<file path="src/rtl/intv_pkg.sv">
// Shared types and constants for the Intellivision cartridge loader.
//  ldr_state_e   loader FSM states
//  CRC_POLY/INIT CRC-16 parameters used by Intellicart segment checks
//  IC_MAGIC      first byte of an Intellicart (.ROM) image
//  IC_TABLE_LEN  trailing enable table: 48 bytes plus 2 unchecked CRC bytes
//  crc16_byte    one byte of MSB-first CRC-16
package intv_pkg;

    typedef enum logic [3:0] {
        ST_IDLE   = 4'd0,   // waiting for the first byte (acts as the magic-byte state)
        ST_RAW    = 4'd1,
        ST_HDR1   = 4'd2,   // expecting segment count n
        ST_HDR2   = 4'd3,   // expecting n ^ 8'hFF
        ST_SEG_LO = 4'd4,
        ST_SEG_HI = 4'd5,
        ST_DATA   = 4'd6,
        ST_CRC_H  = 4'd7,
        ST_CRC_L  = 4'd8,
        ST_TABLE  = 4'd9,
        ST_DONE   = 4'd10,
        ST_ERROR  = 4'd11
    } ldr_state_e;

    localparam logic [15:0] CRC_POLY     = 16'h1021;
    localparam logic [15:0] CRC_INIT     = 16'hFFFF;
    localparam logic [7:0]  IC_MAGIC     = 8'hA8;
    localparam logic [5:0]  IC_TABLE_LEN = 6'd50;

    localparam logic [1:0]  ERR_NONE  = 2'd0;
    localparam logic [1:0]  ERR_HDR   = 2'd1;
    localparam logic [1:0]  ERR_CRC   = 2'd2;
    localparam logic [1:0]  ERR_TRUNC = 2'd3;

    // Feed one byte, MSB first, into a CRC-16 register.
    function automatic logic [15:0] crc16_byte(input logic [15:0] crc_in, input logic [7:0] data);
        logic [15:0] c;
        c = crc_in ^ {data, 8'h00};
        for (int i = 0; i < 8; i++) begin
            c = c[15] ? ({c[14:0], 1'b0} ^ CRC_POLY) : {c[14:0], 1'b0};
        end
        return c;
    endfunction

    // The first error reported in a load is the one that sticks.
    function automatic logic [1:0] first_err(input logic [1:0] cur, input logic [1:0] nxt);
        return (cur != ERR_NONE) ? cur : nxt;
    endfunction

endpackage

</file>
<file path="src/rtl/intv_cart_loader_if.sv">
// Download-stream and cart-RAM write bus of the cartridge loader.
//  ioctl_download/index/wr/dout  byte stream from hps_io
//  ioctl_wait                    stall request back to hps_io
//  mem_wr/addr/data, mem_rdy     16-bit word write handshake to cart RAM
// The loader uses the slave modport; the environment (hps_io + RAM) uses master.
interface intv_cart_loader_if;
    logic        ioctl_download;
    logic [7:0]  ioctl_index;
    logic        ioctl_wr;
    logic [7:0]  ioctl_dout;
    logic        ioctl_wait;
    logic        mem_wr;
    logic [15:0] mem_addr;
    logic [15:0] mem_data;
    logic        mem_rdy;

    modport master (
        output ioctl_download, ioctl_index, ioctl_wr, ioctl_dout, mem_rdy,
        input  ioctl_wait, mem_wr, mem_addr, mem_data
    );

    modport slave (
        input  ioctl_download, ioctl_index, ioctl_wr, ioctl_dout, mem_rdy,
        output ioctl_wait, mem_wr, mem_addr, mem_data
    );
endinterface

</file>
<file path="src/rtl/intv_crc16.sv">
// Combinational byte-wide CRC-16 step.
//  crc_in   current CRC register
//  data_in  next byte
//  crc_out  CRC after absorbing data_in
module intv_crc16
    import intv_pkg::*;
(
    input  logic [15:0] crc_in,
    input  logic [7:0]  data_in,
    output logic [15:0] crc_out
);
    assign crc_out = crc16_byte(crc_in, data_in);
endmodule

</file>
<file path="src/rtl/intv_cart_loader.sv">
// Cartridge image loader: turns the hps_io byte stream into 16-bit cart RAM
// word writes. Raw images are packed big-endian from RAW_BASE; Intellicart
// images are parsed segment by segment with a CRC-16 check per segment.
//  clk_sys, reset  system clock, synchronous active-high reset
//  format          0 auto, 1 raw, 2 Intellicart, 3 raw
//  bus             download stream in, word writes out (slave modport)
//  page_valid      bit p set once any word is written into 0xp000-0xpFFF
//  load_done       high from the end of a download until the next start
//  load_err        0 ok, 1 bad header, 2 CRC mismatch, 3 truncated
module intv_cart_loader
    import intv_pkg::*;
#(
    parameter logic [7:0]  IDX_ROM  = 8'd0,
    parameter logic [15:0] RAW_BASE = 16'h0000
)
(
    input  logic               clk_sys,
    input  logic               reset,
    input  logic [1:0]         format,
    intv_cart_loader_if.slave  bus,
    output logic [15:0]        page_valid,
    output logic               load_done,
    output logic [1:0]         load_err
);

    ldr_state_e  state_r, state_n;
    logic        dl_prev_r, dl_prev_n;
    logic        active_r, active_n;        // bytes belong to the current image
    logic [7:0]  hi_r, hi_n;
    logic        hi_valid_r, hi_valid_n;
    logic [15:0] addr_r, addr_n;            // address of the next word to issue
    logic [16:0] cnt_r, cnt_n;              // words left in the segment
    logic [7:0]  seg_left_r, seg_left_n;
    logic [7:0]  n_r, n_n;
    logic [7:0]  seg_start_r, seg_start_n;
    logic [7:0]  seg_end_r, seg_end_n;
    logic [15:0] crc_r, crc_n;
    logic [7:0]  crc_hi_r, crc_hi_n;
    logic [5:0]  tbl_cnt_r, tbl_cnt_n;
    logic        hdr_latch_r, hdr_latch_n;
    logic        tail_r, tail_n;            // odd raw byte still to be written
    logic        mem_wr_r, mem_wr_n;
    logic [15:0] mem_addr_r, mem_addr_n;
    logic [15:0] mem_data_r, mem_data_n;
    logic [15:0] page_valid_r, page_valid_n;
    logic        load_done_r, load_done_n;
    logic [1:0]  load_err_r, load_err_n;

    logic        wait_s, byte_s, rise_s, fall_s, slot_free_s, end_ok_s;
    logic [15:0] crc_step_s;
    logic [8:0]  seg_pages_s;

    intv_crc16 u_crc (
        .crc_in  (crc_r),
        .data_in (bus.ioctl_dout),
        .crc_out (crc_step_s)
    );

    // Wait must drop in the same cycle mem_rdy arrives, so it is decoded from mem_rdy directly.
    assign wait_s      = (mem_wr_r & ~bus.mem_rdy) | hdr_latch_r;
    assign byte_s      = active_r & bus.ioctl_wr & ~wait_s;
    assign rise_s      = bus.ioctl_download & ~dl_prev_r & (bus.ioctl_index == IDX_ROM);
    assign fall_s      = ~bus.ioctl_download & dl_prev_r & active_r;
    assign slot_free_s = ~mem_wr_r | bus.mem_rdy;
    assign seg_pages_s = {1'b0, seg_end_r} - {1'b0, seg_start_r} + 9'd1;
    assign end_ok_s    = (state_r == ST_DONE) || (state_r == ST_RAW) || (state_r == ST_ERROR) ||
                         ((state_r == ST_IDLE) && (format != 2'd2));

    // Next-state and datapath decode for the whole loader.
    always_comb begin
        state_n      = state_r;      dl_prev_n    = bus.ioctl_download;
        active_n     = active_r;     hi_n         = hi_r;
        hi_valid_n   = hi_valid_r;   addr_n       = addr_r;
        cnt_n        = cnt_r;        seg_left_n   = seg_left_r;
        n_n          = n_r;          seg_start_n  = seg_start_r;
        seg_end_n    = seg_end_r;    crc_n        = crc_r;
        crc_hi_n     = crc_hi_r;     tbl_cnt_n    = tbl_cnt_r;
        hdr_latch_n  = hdr_latch_r;  tail_n       = tail_r;
        mem_wr_n     = mem_wr_r;     mem_addr_n   = mem_addr_r;
        mem_data_n   = mem_data_r;   page_valid_n = page_valid_r;
        load_done_n  = load_done_r;  load_err_n   = load_err_r;

        if (mem_wr_r && bus.mem_rdy) begin
            mem_wr_n = 1'b0;
            page_valid_n[mem_addr_r[15:12]] = 1'b1;
        end else begin
            mem_wr_n = mem_wr_r;
        end

        if (tail_r && slot_free_s) begin
            mem_wr_n   = 1'b1;
            mem_addr_n = addr_r;
            mem_data_n = {hi_r, 8'h00};
            addr_n     = addr_r + 16'd1;
            tail_n     = 1'b0;
            hi_valid_n = 1'b0;
        end else begin
            tail_n = tail_r;
        end

        if (rise_s) begin
            active_n     = 1'b1;
            state_n      = ST_IDLE;
            page_valid_n = 16'h0000;
            load_done_n  = 1'b0;
            load_err_n   = ERR_NONE;
            hi_valid_n   = 1'b0;
            addr_n       = RAW_BASE;
            tail_n       = 1'b0;
            hdr_latch_n  = 1'b0;
        end else if (fall_s) begin
            active_n    = 1'b0;
            load_done_n = 1'b1;
            hdr_latch_n = 1'b0;
            load_err_n  = end_ok_s ? load_err_r : first_err(load_err_r, ERR_TRUNC);
            tail_n      = (state_r == ST_RAW) && hi_valid_r;
        end else if (hdr_latch_r) begin
            // Segment bounds were captured last cycle; set up the data run.
            hdr_latch_n = 1'b0;
            if (seg_end_r < seg_start_r) begin
                state_n    = ST_ERROR;
                load_err_n = first_err(load_err_r, ERR_HDR);
            end else begin
                addr_n = {seg_start_r, 8'h00};
                cnt_n  = {seg_pages_s, 8'h00};
            end
        end else if (byte_s) begin
            case (state_r)
                ST_IDLE: begin
                    if ((bus.ioctl_dout == IC_MAGIC) && (format != 2'd1) && (format != 2'd3)) begin
                        state_n = ST_HDR1;
                    end else if (format == 2'd2) begin
                        state_n    = ST_ERROR;
                        load_err_n = first_err(load_err_r, ERR_HDR);
                    end else begin
                        // Auto-detected raw: the byte just seen is the first hi byte.
                        state_n    = ST_RAW;
                        hi_n       = bus.ioctl_dout;
                        hi_valid_n = 1'b1;
                    end
                end
                ST_RAW: begin
                    if (hi_valid_r) begin
                        mem_wr_n   = 1'b1;
                        mem_addr_n = addr_r;
                        mem_data_n = {hi_r, bus.ioctl_dout};
                        addr_n     = addr_r + 16'd1;
                        hi_valid_n = 1'b0;
                    end else begin
                        hi_n       = bus.ioctl_dout;
                        hi_valid_n = 1'b1;
                    end
                end
                ST_HDR1: begin
                    n_n     = bus.ioctl_dout;
                    state_n = ST_HDR2;
                end
                ST_HDR2: begin
                    if (bus.ioctl_dout != ~n_r) begin
                        state_n    = ST_ERROR;
                        load_err_n = first_err(load_err_r, ERR_HDR);
                    end else if (n_r == 8'd0) begin
                        state_n   = ST_TABLE;
                        tbl_cnt_n = 6'd0;
                    end else begin
                        state_n    = ST_SEG_LO;
                        seg_left_n = n_r;
                        crc_n      = CRC_INIT;
                    end
                end
                ST_SEG_LO: begin
                    seg_start_n = bus.ioctl_dout;
                    crc_n       = crc_step_s;
                    state_n     = ST_SEG_HI;
                end
                ST_SEG_HI: begin
                    seg_end_n   = bus.ioctl_dout;
                    crc_n       = crc_step_s;
                    hdr_latch_n = 1'b1;
                    hi_valid_n  = 1'b0;
                    state_n     = ST_DATA;
                end
                ST_DATA: begin
                    crc_n = crc_step_s;
                    if (hi_valid_r) begin
                        mem_wr_n   = 1'b1;
                        mem_addr_n = addr_r;
                        mem_data_n = {hi_r, bus.ioctl_dout};
                        addr_n     = addr_r + 16'd1;
                        cnt_n      = cnt_r - 17'd1;
                        hi_valid_n = 1'b0;
                        state_n    = (cnt_r == 17'd1) ? ST_CRC_H : ST_DATA;
                    end else begin
                        hi_n       = bus.ioctl_dout;
                        hi_valid_n = 1'b1;
                    end
                end
                ST_CRC_H: begin
                    crc_hi_n = bus.ioctl_dout;
                    state_n  = ST_CRC_L;
                end
                ST_CRC_L: begin
                    // A bad CRC is reported but the remaining segments still load.
                    if ({crc_hi_r, bus.ioctl_dout} != crc_r) begin
                        load_err_n = first_err(load_err_r, ERR_CRC);
                    end else begin
                        load_err_n = load_err_r;
                    end
                    seg_left_n = seg_left_r - 8'd1;
                    if (seg_left_r == 8'd1) begin
                        state_n   = ST_TABLE;
                        tbl_cnt_n = 6'd0;
                    end else begin
                        state_n = ST_SEG_LO;
                        crc_n   = CRC_INIT;
                    end
                end
                ST_TABLE: begin
                    tbl_cnt_n = tbl_cnt_r + 6'd1;
                    state_n   = (tbl_cnt_r == (IC_TABLE_LEN - 6'd1)) ? ST_DONE : ST_TABLE;
                end
                default: begin
                    state_n = state_r;
                end
            endcase
        end else begin
            state_n = state_r;
        end
    end

    // State and datapath registers; dl_prev resets high so a download already in progress is not seen as a new start.
    always_ff @(posedge clk_sys) begin
        if (reset) begin
            state_r      <= ST_IDLE;   dl_prev_r    <= 1'b1;
            active_r     <= 1'b0;      hi_r         <= 8'h00;
            hi_valid_r   <= 1'b0;      addr_r       <= 16'h0000;
            cnt_r        <= 17'd0;     seg_left_r   <= 8'h00;
            n_r          <= 8'h00;     seg_start_r  <= 8'h00;
            seg_end_r    <= 8'h00;     crc_r        <= 16'h0000;
            crc_hi_r     <= 8'h00;     tbl_cnt_r    <= 6'd0;
            hdr_latch_r  <= 1'b0;      tail_r       <= 1'b0;
            mem_wr_r     <= 1'b0;      mem_addr_r   <= 16'h0000;
            mem_data_r   <= 16'h0000;  page_valid_r <= 16'h0000;
            load_done_r  <= 1'b0;      load_err_r   <= ERR_NONE;
        end else begin
            state_r      <= state_n;      dl_prev_r    <= dl_prev_n;
            active_r     <= active_n;     hi_r         <= hi_n;
            hi_valid_r   <= hi_valid_n;   addr_r       <= addr_n;
            cnt_r        <= cnt_n;        seg_left_r   <= seg_left_n;
            n_r          <= n_n;          seg_start_r  <= seg_start_n;
            seg_end_r    <= seg_end_n;    crc_r        <= crc_n;
            crc_hi_r     <= crc_hi_n;     tbl_cnt_r    <= tbl_cnt_n;
            hdr_latch_r  <= hdr_latch_n;  tail_r       <= tail_n;
            mem_wr_r     <= mem_wr_n;     mem_addr_r   <= mem_addr_n;
            mem_data_r   <= mem_data_n;   page_valid_r <= page_valid_n;
            load_done_r  <= load_done_n;  load_err_r   <= load_err_n;
        end
    end

    assign bus.ioctl_wait = wait_s;
    assign bus.mem_wr     = mem_wr_r;
    assign bus.mem_addr   = mem_addr_r;
    assign bus.mem_data   = mem_data_r;
    assign page_valid     = page_valid_r;
    assign load_done      = load_done_r;
    assign load_err       = load_err_r;

endmodule

</file>
<file path="src/flat_wrapper.sv">
// flat-port wrapper written by rule: the top's interface ports become plain ports
module intv_cart_loader_flat import intv_pkg::*;
#(
    parameter logic [7:0]  IDX_ROM  = 8'd0,
    parameter logic [15:0] RAW_BASE = 16'h0000
)
  (clk_sys, reset, format, page_valid, load_done, load_err, bus_ioctl_download, bus_ioctl_index, bus_ioctl_wr, bus_ioctl_dout, bus_mem_rdy, bus_ioctl_wait, bus_mem_wr, bus_mem_addr, bus_mem_data);
  intv_cart_loader_if bus_i ();
  input  logic clk_sys;
  input  logic reset;
  input  logic [1:0] format;
  output logic [15:0] page_valid;
  output logic load_done;
  output logic [1:0] load_err;
  input wire logic [$bits(bus_i.ioctl_download)-1:0] bus_ioctl_download;
  input wire logic [$bits(bus_i.ioctl_index)-1:0] bus_ioctl_index;
  input wire logic [$bits(bus_i.ioctl_wr)-1:0] bus_ioctl_wr;
  input wire logic [$bits(bus_i.ioctl_dout)-1:0] bus_ioctl_dout;
  input wire logic [$bits(bus_i.mem_rdy)-1:0] bus_mem_rdy;
  output wire logic [$bits(bus_i.ioctl_wait)-1:0] bus_ioctl_wait;
  output wire logic [$bits(bus_i.mem_wr)-1:0] bus_mem_wr;
  output wire logic [$bits(bus_i.mem_addr)-1:0] bus_mem_addr;
  output wire logic [$bits(bus_i.mem_data)-1:0] bus_mem_data;
  assign bus_i.ioctl_download = bus_ioctl_download;
  assign bus_i.ioctl_index = bus_ioctl_index;
  assign bus_i.ioctl_wr = bus_ioctl_wr;
  assign bus_i.ioctl_dout = bus_ioctl_dout;
  assign bus_i.mem_rdy = bus_mem_rdy;
  assign bus_ioctl_wait = bus_i.ioctl_wait;
  assign bus_mem_wr = bus_i.mem_wr;
  assign bus_mem_addr = bus_i.mem_addr;
  assign bus_mem_data = bus_i.mem_data;
  intv_cart_loader #(.IDX_ROM(IDX_ROM), .RAW_BASE(RAW_BASE)) u_core (.clk_sys(clk_sys), .reset(reset), .format(format), .bus(bus_i), .page_valid(page_valid), .load_done(load_done), .load_err(load_err));
endmodule
</file>
<file path="config.mk">
export PLATFORM = sky130hd
export DESIGN_NAME = intv_cart_loader_flat
export DESIGN_NICKNAME = d
export VERILOG_FILES = /design/src/rtl/intv_pkg.sv /design/src/rtl/intv_cart_loader_if.sv /design/src/rtl/intv_crc16.sv /design/src/rtl/intv_cart_loader.sv /design/src/flat_wrapper.sv
export SDC_FILE = /design/constraint.sdc
export NUM_CORES = 1
export LEC_CHECK = 0
export ABC_AREA = 1
export BUFFER_PORTS_ARGS = -buffer_cell sky130_fd_sc_hd__buf_4
export CAP_MARGIN = 25
export CELL_PAD_IN_SITES_DETAIL_PLACEMENT = 0
export CELL_PAD_IN_SITES_GLOBAL_PLACEMENT = 1
export CORE_MARGIN = 3
export CORE_UTILIZATION = 45
export CTS_BUF_LIST = sky130_fd_sc_hd__clkbuf_8
export DETAILED_ROUTE_END_ITERATION = 7
export GPL_TIMING_DRIVEN = 0
export PLACE_DENSITY = 0.8
export SLEW_MARGIN = 20
export SYNTH_ARGS = -nofsm -noshare
export SYNTH_HDL_FRONTEND = slang
export SYNTH_SLANG_ARGS = --single-unit
</file>
<file path="constraint.sdc">
create_clock -name clk_sys -period 2.8 [get_ports clk_sys]
set_input_delay 0.56 -clock clk_sys [delete_from_list [all_inputs] [get_ports clk_sys]]
set_output_delay 0.56 -clock clk_sys [all_outputs]
set_load 0.005 [all_outputs]
</file>
-- Word level (Yosys, flattened, before mapping)
Index checks and enable logic that the tools add are counted.
- flip-flop bits (word level): 164
- latch bits: 0
- memory bits (writable): 0
- ROM bits: 0
- bits of input ports: 23
- output and inout port bits: 53
- word-level logic and storage cells: 238
- memories kept: 0
- add/sub/neg operators: 6
- multipliers: 0
- div/mod/pow operators: 0
- magnitude comparators: 3
- equal/unequal tests: 40
- shift operators: 0
- mux-type cells: 97
- bitwise gates (word level): 29
- reduce and logical (&&, ||, !) cells: 41
- operator list (operator ; count):
    16-bit two-way mux ; 24
    13-bit two-way mux ; 8
    17-bit two-way mux ; 5
    16-bit case mux with 3 select lines ; 1
    8-bit two-way mux ; 5
    4-bit two-way mux ; 9
    4-bit case mux with 9 select lines ; 1
    8-bit case mux with 2 select lines ; 2
    2-bit two-way mux ; 13
    5-bit AND reduction ; 5
    2-bit inequality test (second input constant) ; 12
    3-bit inverter ; 8
    8-bit AND reduction ; 3
    1-bit two-way mux ; 22
    6-bit two-way mux ; 3
    6-bit case mux with 3 select lines ; 1
    17-bit by 1-bit == test with 1-bit output (second input constant) ; 1
    17-bit by 1-bit subtractor with 17-bit output (second input constant) ; 1
    16-bit by 1-bit adder with 16-bit output (second input constant) ; 1
    4-bit by 3-bit == test with 1-bit output (second input constant) ; 4
    4-bit == test (second input constant) ; 4
    8-bit logical NOT ; 2
    16-bit inequality test ; 1
    16-bit bitwise OR ; 1
    41 further kinds ; 79

-- Logic depth before layout (Yosys ltp)
- depth in word-level cells: 18
- mapped depth: 15
- depth with buffers taken out: 15

-- Cells and area by module
Synthesis repeated with hierarchy kept, for this count alone.
- cells, all modules: 1451
- area total of the unflattened synthesis: 9454.1 um^2
- modules (own cells, without submodules) (module ; instances ; cells an instance ; area an instance (um^2) ; sequential area each (um^2)):
    intv_cart_loader ; 1 ; 1336 ; 8962.3 ; 3283.1
    intv_crc16 ; 1 ; 115 ; 491.7 ; 0.0

-- Least setup slack after synthesis
Ideal clock, no wire load.
- path type: register to register
- from: register u_core.seg_end_r[1]
- to: register u_core.cnt_r[15]
- library setup time: 122 ps
- data arrival time: 1921 ps
- required time: 2678 ps
- setup slack: 758 ps
- stages on the path, launching flop included: 15
- buffers on the path: 0
- period minus slack after synthesis: 2042 ps
- path through: dfxtp_1 -> inv_1 -> ha_1 -> inv_1 -> ha_1 -> inv_1 -> fa_1 -> nand3b_1 -> nand2_1 -> nand2_1 -> nand2_1 -> a21o_1 -> a21oi_1 -> o21ai_0 -> a21oi_1
- word-level cells in the longest chain between the ends: 4
- elaborated cells between the ends (all ways): 7
- those cells by class: add/sub: 2; order compare: 1; eq/ne: 1; mux: 2; reduce/logical: 1
- RTL lines (what ; RTL line ; source):
    start, declared ; intv_cart_loader.sv:36 ; logic [7:0] seg_end_r, seg_end_n;
    start signal, assigned ; intv_cart_loader.sv:251 ; seg_end_r <= seg_end_n; crc_r <= crc_n;
    8-bit by 8-bit subtractor with 9-bit output ; intv_cart_loader.sv:65 ; assign seg_pages_s = {1'b0, seg_end_r} - {1'b0, seg_start_r} + 9'd1;
    9-bit by 1-bit adder with 9-bit output ; intv_cart_loader.sv:65 ;
    17-bit two-way mux ; intv_cart_loader.sv:120 ; if (seg_end_r < seg_start_r) begin
    17-bit two-way mux ; intv_cart_loader.sv:117 ; end else if (hdr_latch_r) begin
    end signal, assigned ; intv_cart_loader.sv:249 ; cnt_r <= cnt_n; seg_left_r <= seg_left_n;
    end, declared ; intv_cart_loader.sv:32 ; logic [16:0] cnt_r, cnt_n;
Parallel ways exist; a longest one is shown, timed or not. The select of a mux whose other input is x is not followed.
A chain may end at the register's enable or synchronous reset.

-- Worst setup path after layout
- from: register u_core.seg_start_r[4]
- to: register u_core.cnt_r[7]
- word-level cells in the longest chain between the ends: 3
- RTL lines (what ; RTL line ; source):
    start, declared ; intv_cart_loader.sv:35 ; logic [7:0] seg_start_r, seg_start_n;
    start signal, assigned ; intv_cart_loader.sv:250 ; n_r <= n_n; seg_start_r <= seg_start_n;
    8-bit < comparator ; intv_cart_loader.sv:120 ;
    2-bit inequality test (no source line) ; n/a ;
    6-bit AND reduction (no source line) ; n/a ;
Every way passes these cells.

==> report_table.html <==
<table>
<tr><th>Metric</th><th>Value</th></tr>
<tr><th colspan="2">Global route</th></tr>
<tr><td>First-pass GRT wire length</td><td>44900 um</td></tr>
<tr><td>Total global routing track utilization</td><td>0.257</td></tr>
<tr><td>Pin count of the biggest net entering global routing</td><td>20</td></tr>
<tr><td>Vias in the first global route</td><td>8272</td></tr>
<tr><td>Initial antenna violation count</td><td>0</td></tr>
<tr><td>Aggregate global routing overflow</td><td>0</td></tr>
<tr><th colspan="2">CTS</th></tr>
<tr><td>Clock-pin slew of the registers on the worst-case setup and hold paths</td><td>0.10 ns</td></tr>
<tr><td>Clock Sink Count</td><td>164</td></tr>
<tr><td>Post-cts sizing count</td><td>0</td></tr>
<tr><td>Later-pin clock latency in the skew report</td><td>0.47 ns</td></tr>
<tr><td>Hold Buf Count CTS</td><td>0</td></tr>
<tr><td>Setup bufs post-CTS</td><td>0</td></tr>
<tr><td>CTS buffer count</td><td>17</td></tr>
<tr><td>Maximum count of clock buffers along a single path</td><td>2</td></tr>
<tr><td>H-tree level count</td><td>4</td></tr>
<tr><td>CTS tree</td><td>yes</td></tr>
<tr><td>Root Driver</td><td>clkbuf_8</td></tr>
<tr><th colspan="2">Critical path</th></tr>
<tr><td>Delay of the slowest cell on the worst path</td><td>0.51 ns</td></tr>
<tr><td>Buf+Inv Stages, Crit Path</td><td>3</td></tr>
<tr><td>Cell with the biggest individual delay on the critical path</td><td>o21ai_1</td></tr>
<tr><td>Arrival time at the worst endpoint</td><td>2.87 ns</td></tr>
<tr><td>Element type at the critical path start</td><td>flip-flop</td></tr>
<tr><td>Data required time at the worst endpoint</td><td>3.17 ns</td></tr>
<tr><td>Worst-path cell chain</td><td>inv_1 &gt; ha_1 &gt; inv_1 &gt; fa_1 &gt; nor2_1 &gt; nor2_1 &gt; nand2_1 &gt; nand3_1 &gt; o21ai_1 &gt; inv_1 &gt; nand2_1 &gt; nor2_1</td></tr>
<tr><td>Element type at the critical path end</td><td>flip-flop</td></tr>
<tr><td>WS Path Type</td><td>flip-flop to flip-flop</td></tr>
<tr><td>Max FO, Critical Path</td><td>7</td></tr>
<tr><td>Top cell family by delay on the critical path</td><td>simple AND/OR/NAND/NOR gates</td></tr>
<tr><th colspan="2">Yosys</th></tr>
<tr><td>Count of cell types in the netlist</td><td>44</td></tr>
<tr><td>Yosys synthesis warning count</td><td>0</td></tr>
<tr><td>Number of enable-type register cells in the synthesized netlist</td><td>0</td></tr>
<tr><td>Synthesized flop and latch total</td><td>164</td></tr>
<tr><td>Cell count after synthesis</td><td>1349</td></tr>
<tr><td>Share of the yosys chip area belonging to registers</td><td>0.360</td></tr>
<tr><td>Avg Synthesized Cell Area</td><td>6.77 um2</td></tr>
<tr><td>Ys flop type</td><td>dfxtp_1</td></tr>
<tr><td>Fraction of registers with async set/reset</td><td>0</td></tr>
<tr><td>Netlist area before placement</td><td>9130 um2</td></tr>
<tr><td>Post-synth net total</td><td>1400</td></tr>
<tr><th colspan="2">Power and ir drop</th></tr>
<tr><td>Combinational power share</td><td>0.046</td></tr>
<tr><td>Largest voltage drop on the vdd net</td><td>0.265 mV</td></tr>
<tr><td>Part of the power in the clock network</td><td>0.430</td></tr>
<tr><td>Leakage power total</td><td>4.53 nW</td></tr>
<tr><td>Register share of total power</td><td>0.525</td></tr>
<tr><td>Cell Int Power</td><td>3.31 mW</td></tr>
<tr><td>Proportion of total power due to net switching</td><td>0.255</td></tr>
<tr><td>Switching power</td><td>1.13 mW</td></tr>
<tr><td>Pwr Density</td><td>428 nW/um2</td></tr>
<tr><th colspan="2">Timing</th></tr>
<tr><td>Max Freq</td><td>0.400 GHz</td></tr>
<tr><td>PnR worst setup slack</td><td>0.300 ns</td></tr>
<tr><td>Final TNS setup</td><td>0 ns</td></tr>
<tr><td>Final critical-path required period</td><td>2.50 ns</td></tr>
<tr><td>Final Max Tran Viols</td><td>0</td></tr>
<tr><td>Slew margin rel.</td><td>0.422</td></tr>
<tr><td>Post-route fraction of the period consumed by the critical path</td><td>0.893</td></tr>
<tr><td>Final Hold Viols</td><td>0</td></tr>
<tr><td>Unrepaired setup endpoints after global routing</td><td>false</td></tr>
<tr><td>Largest clock skew in the final design</td><td>0.0136 ns</td></tr>
<tr><td>Final setup vio count</td><td>0</td></tr>
<tr><td>Slew @ Worst Pin</td><td>0.867 ns</td></tr>
<tr><th colspan="2">Final layout</th></tr>
<tr><td>Share of cells above drive strength 1</td><td>0.120</td></tr>
<tr><td>Total number of nets in the final design</td><td>1484</td></tr>
<tr><td>Sequential cell area</td><td>3280 um2</td></tr>
<tr><td>Area of the multi-input gates</td><td>4930 um2</td></tr>
<tr><td>Area added between synthesis and finish</td><td>13.7%</td></tr>
<tr><td>Filler cell count in the final layout</td><td>2068</td></tr>
<tr><th colspan="2">Floorplan</th></tr>
<tr><td>Die boundary width</td><td>148 um</td></tr>
<tr><td>Number of I/O pins</td><td>76</td></tr>
<tr><td>Core Area</td><td>19700 um2</td></tr>
<tr><td>Vert. Die Dim</td><td>148 um</td></tr>
<tr><td>Die Footprint</td><td>22000 um2</td></tr>
<tr><td>Initial cell density of the core</td><td>0.463</td></tr>
<tr><td>Number of placement rows</td><td>51</td></tr>
<tr><th colspan="2">Drt</th></tr>
<tr><td>Total vias in the final route</td><td>8949</td></tr>
<tr><td>Detailed-route wire length per cell</td><td>16.5 um</td></tr>
<tr><td>DRC violations left</td><td>0</td></tr>
<tr><td>Number of search-and-repair iterations in the first detailed-routing pass</td><td>5</td></tr>
<tr><td>Total wirelength of the detailed-routed design</td><td>28200 um</td></tr>
<tr><td>Ratio of routed vias to standard cells</td><td>5.23</td></tr>
<tr><td>Remaining number of nets flagged by the antenna check after routing</td><td>0</td></tr>
<tr><td>Number of DRC markers after the initial detailed-route iteration</td><td>466</td></tr>
<tr><th colspan="2">Placed design</th></tr>
<tr><td>HPWL reported at the end of detailed placement</td><td>21500 um</td></tr>
<tr><td>Pre-CTS setup slack</td><td>0.0317 ns</td></tr>
<tr><td>Last weighted congestion value of the routability-driven placer</td><td>0.847</td></tr>
<tr><td>Input/output buffers</td><td>66</td></tr>
<tr><th colspan="2">Hold path</th></tr>
<tr><td>Worst min path class</td><td>primary input to flip-flop</td></tr>
<tr><th colspan="2">Run status</th></tr>
<tr><td>Outcome</td><td>complete, no violations</td></tr>
<tr><th colspan="2">Job</th></tr>
<tr><td>Max-capacitance violation count</td><td>0</td></tr>
</table>
routing by layer:
layer  wire (um)  share of wire  up-vias  global-route usage
li1            -              -     4544                   -
met1       13500           0.48     4195               0.361
met2       13000           0.46      179               0.413
met3        1280          0.045       31              0.0451
met4         439          0.016        0              0.0614
met5           0              0        -                   0
worst paths after layout:
check / from / slack (ns) / to / cells past startpoint
max: u_core.seg_start_r[4] / 0.30 / u_core.cnt_r[7] / 12
min: bus_ioctl_download / 0.31 / u_core.dl_prev_r / 3
max reg2reg: u_core.seg_start_r[4] / 0.30 / u_core.cnt_r[7] / 12
min reg2reg: u_core.page_valid[14] / 0.45 / u_core.page_valid[14] / 2
cell usage in the layout (no fill, tap or decap), types with 9 or more instances in the layout:
| cell | instances |
|---|---|
| nand2_1 | 309 |
| dfxtp_1 | 164 |
| inv_1 | 158 |
| a21oi_1 | 146 |
| nor2_1 | 144 |
| o21ai_0 | 115 |
| buf_4 | 71 |
| nand3_1 | 54 |
| nand4_1 | 28 |
| nor3_1 | 25 |
| ha_1 | 24 |
| xor2_1 | 22 |
| clkbuf_1 | 21 |
| xnor2_1 | 21 |
| buf_2 | 19 |
| clkbuf_8 | 18 |
| a21oi_2 | 11 |
| inv_2 | 9 |
worst min-delay path: stages:
cell     delay, ns
buf_4         0.10
inv_1         0.05
nand2_1       0.04
flip-flops by register name, indices dropped and copies added (netlist names), 2 cells and up:
name,cells
u_core.addr_r,16
u_core.bus.mem_addr,16
u_core.bus.mem_data,16
u_core.cnt_r,17
u_core.crc_hi_r,8
u_core.crc_r,16
u_core.hi_r,8
u_core.load_err,2
u_core.n_r,8
u_core.page_valid,16
u_core.seg_end_r,8
u_core.seg_left_r,8
u_core.seg_start_r,8
u_core.state_r,4
u_core.tbl_cnt_r,6
synth_stat cells, types with 3 or more instances:
cell       instances  area, um2
xnor2_1           21        184
nor2_4             4       45.0
a31oi_1            6       37.5
nor2_2             5       31.3
o21ai_0          116        581
nor2_1           144        541
nand4_1           28        175
buf_6              5       56.3
o21ai_1            4       20.0
a211oi_1           4       30.0
nand2_2            8       50.1
dfxtp_1          164       3280
nand3_1           54        270
a21oi_1          146        731
xor2_1            22        193
clkbuf_1          21       78.8
fa_1               4       80.1
o211ai_1           5       37.5
buf_2             19       95.1
buf_4              5       37.5
inv_1            157        589
nand3b_1           3       22.5
a21oi_2           11       96.3
ha_1              24        300
nand2_1          309       1160
inv_2              9       33.8
nor3_1            25        125
o2111ai_1          4       35.0
layout make-up:
cell class                      instances  area share
Clock buffer                           18      0.0239
Clock inverter                         14      0.0172
Timing Repair Buffer                   66      0.0477
Inverter                              169      0.0612
Sequential cell                       164       0.316
Multi-Input combinational cell        964       0.475
Buffer                                 51      0.0262
Antenna cell                            1    0.000241
Tap cell                              265      0.0319
kinds of logic (layout without fill, tap and decap cells):
logic type	Yosys count	in the layout	share of synthesized area
other	0	1	0
and+or+nand+nor	590	590	0.279
AOI/OAI and AO/OA	303	303	0.178
buffers and inverters	221	318	0.0998
adders and majority gates	28	28	0.0417
xor gates and xnor gates	43	43	0.0413
DFF	164	164	0.360
metrics by stage:
stage          hold WS, ns  instance area (um2)  utilization  power [mW]  instances
2_1_floorplan        0.442                 9130            -        2.51       1349
3_3_place_gp         0.439                 9950        0.505        2.59       1680
3_5_place_dp         0.440                 9950        0.505        2.59       1680
4_1_cts              0.294                10400        0.526        4.47       1711
5_1_grt              0.317                10400        0.526        4.58       1711
6_report             0.315                10400        0.526        4.44       1712
power by group through the flow:
stage	logic, mW	clock network, mW	registers [mW]
after floorplan	0.120	0	2.39
after global placement	0.202	0	2.39
after detailed placement	0.202	0	2.39
after global routing	0.222	2.03	2.33
final	0.203	1.91	2.33
after CTS	0.202	1.94	2.33
No activity file was read; power rests on OpenSTA's default activity.
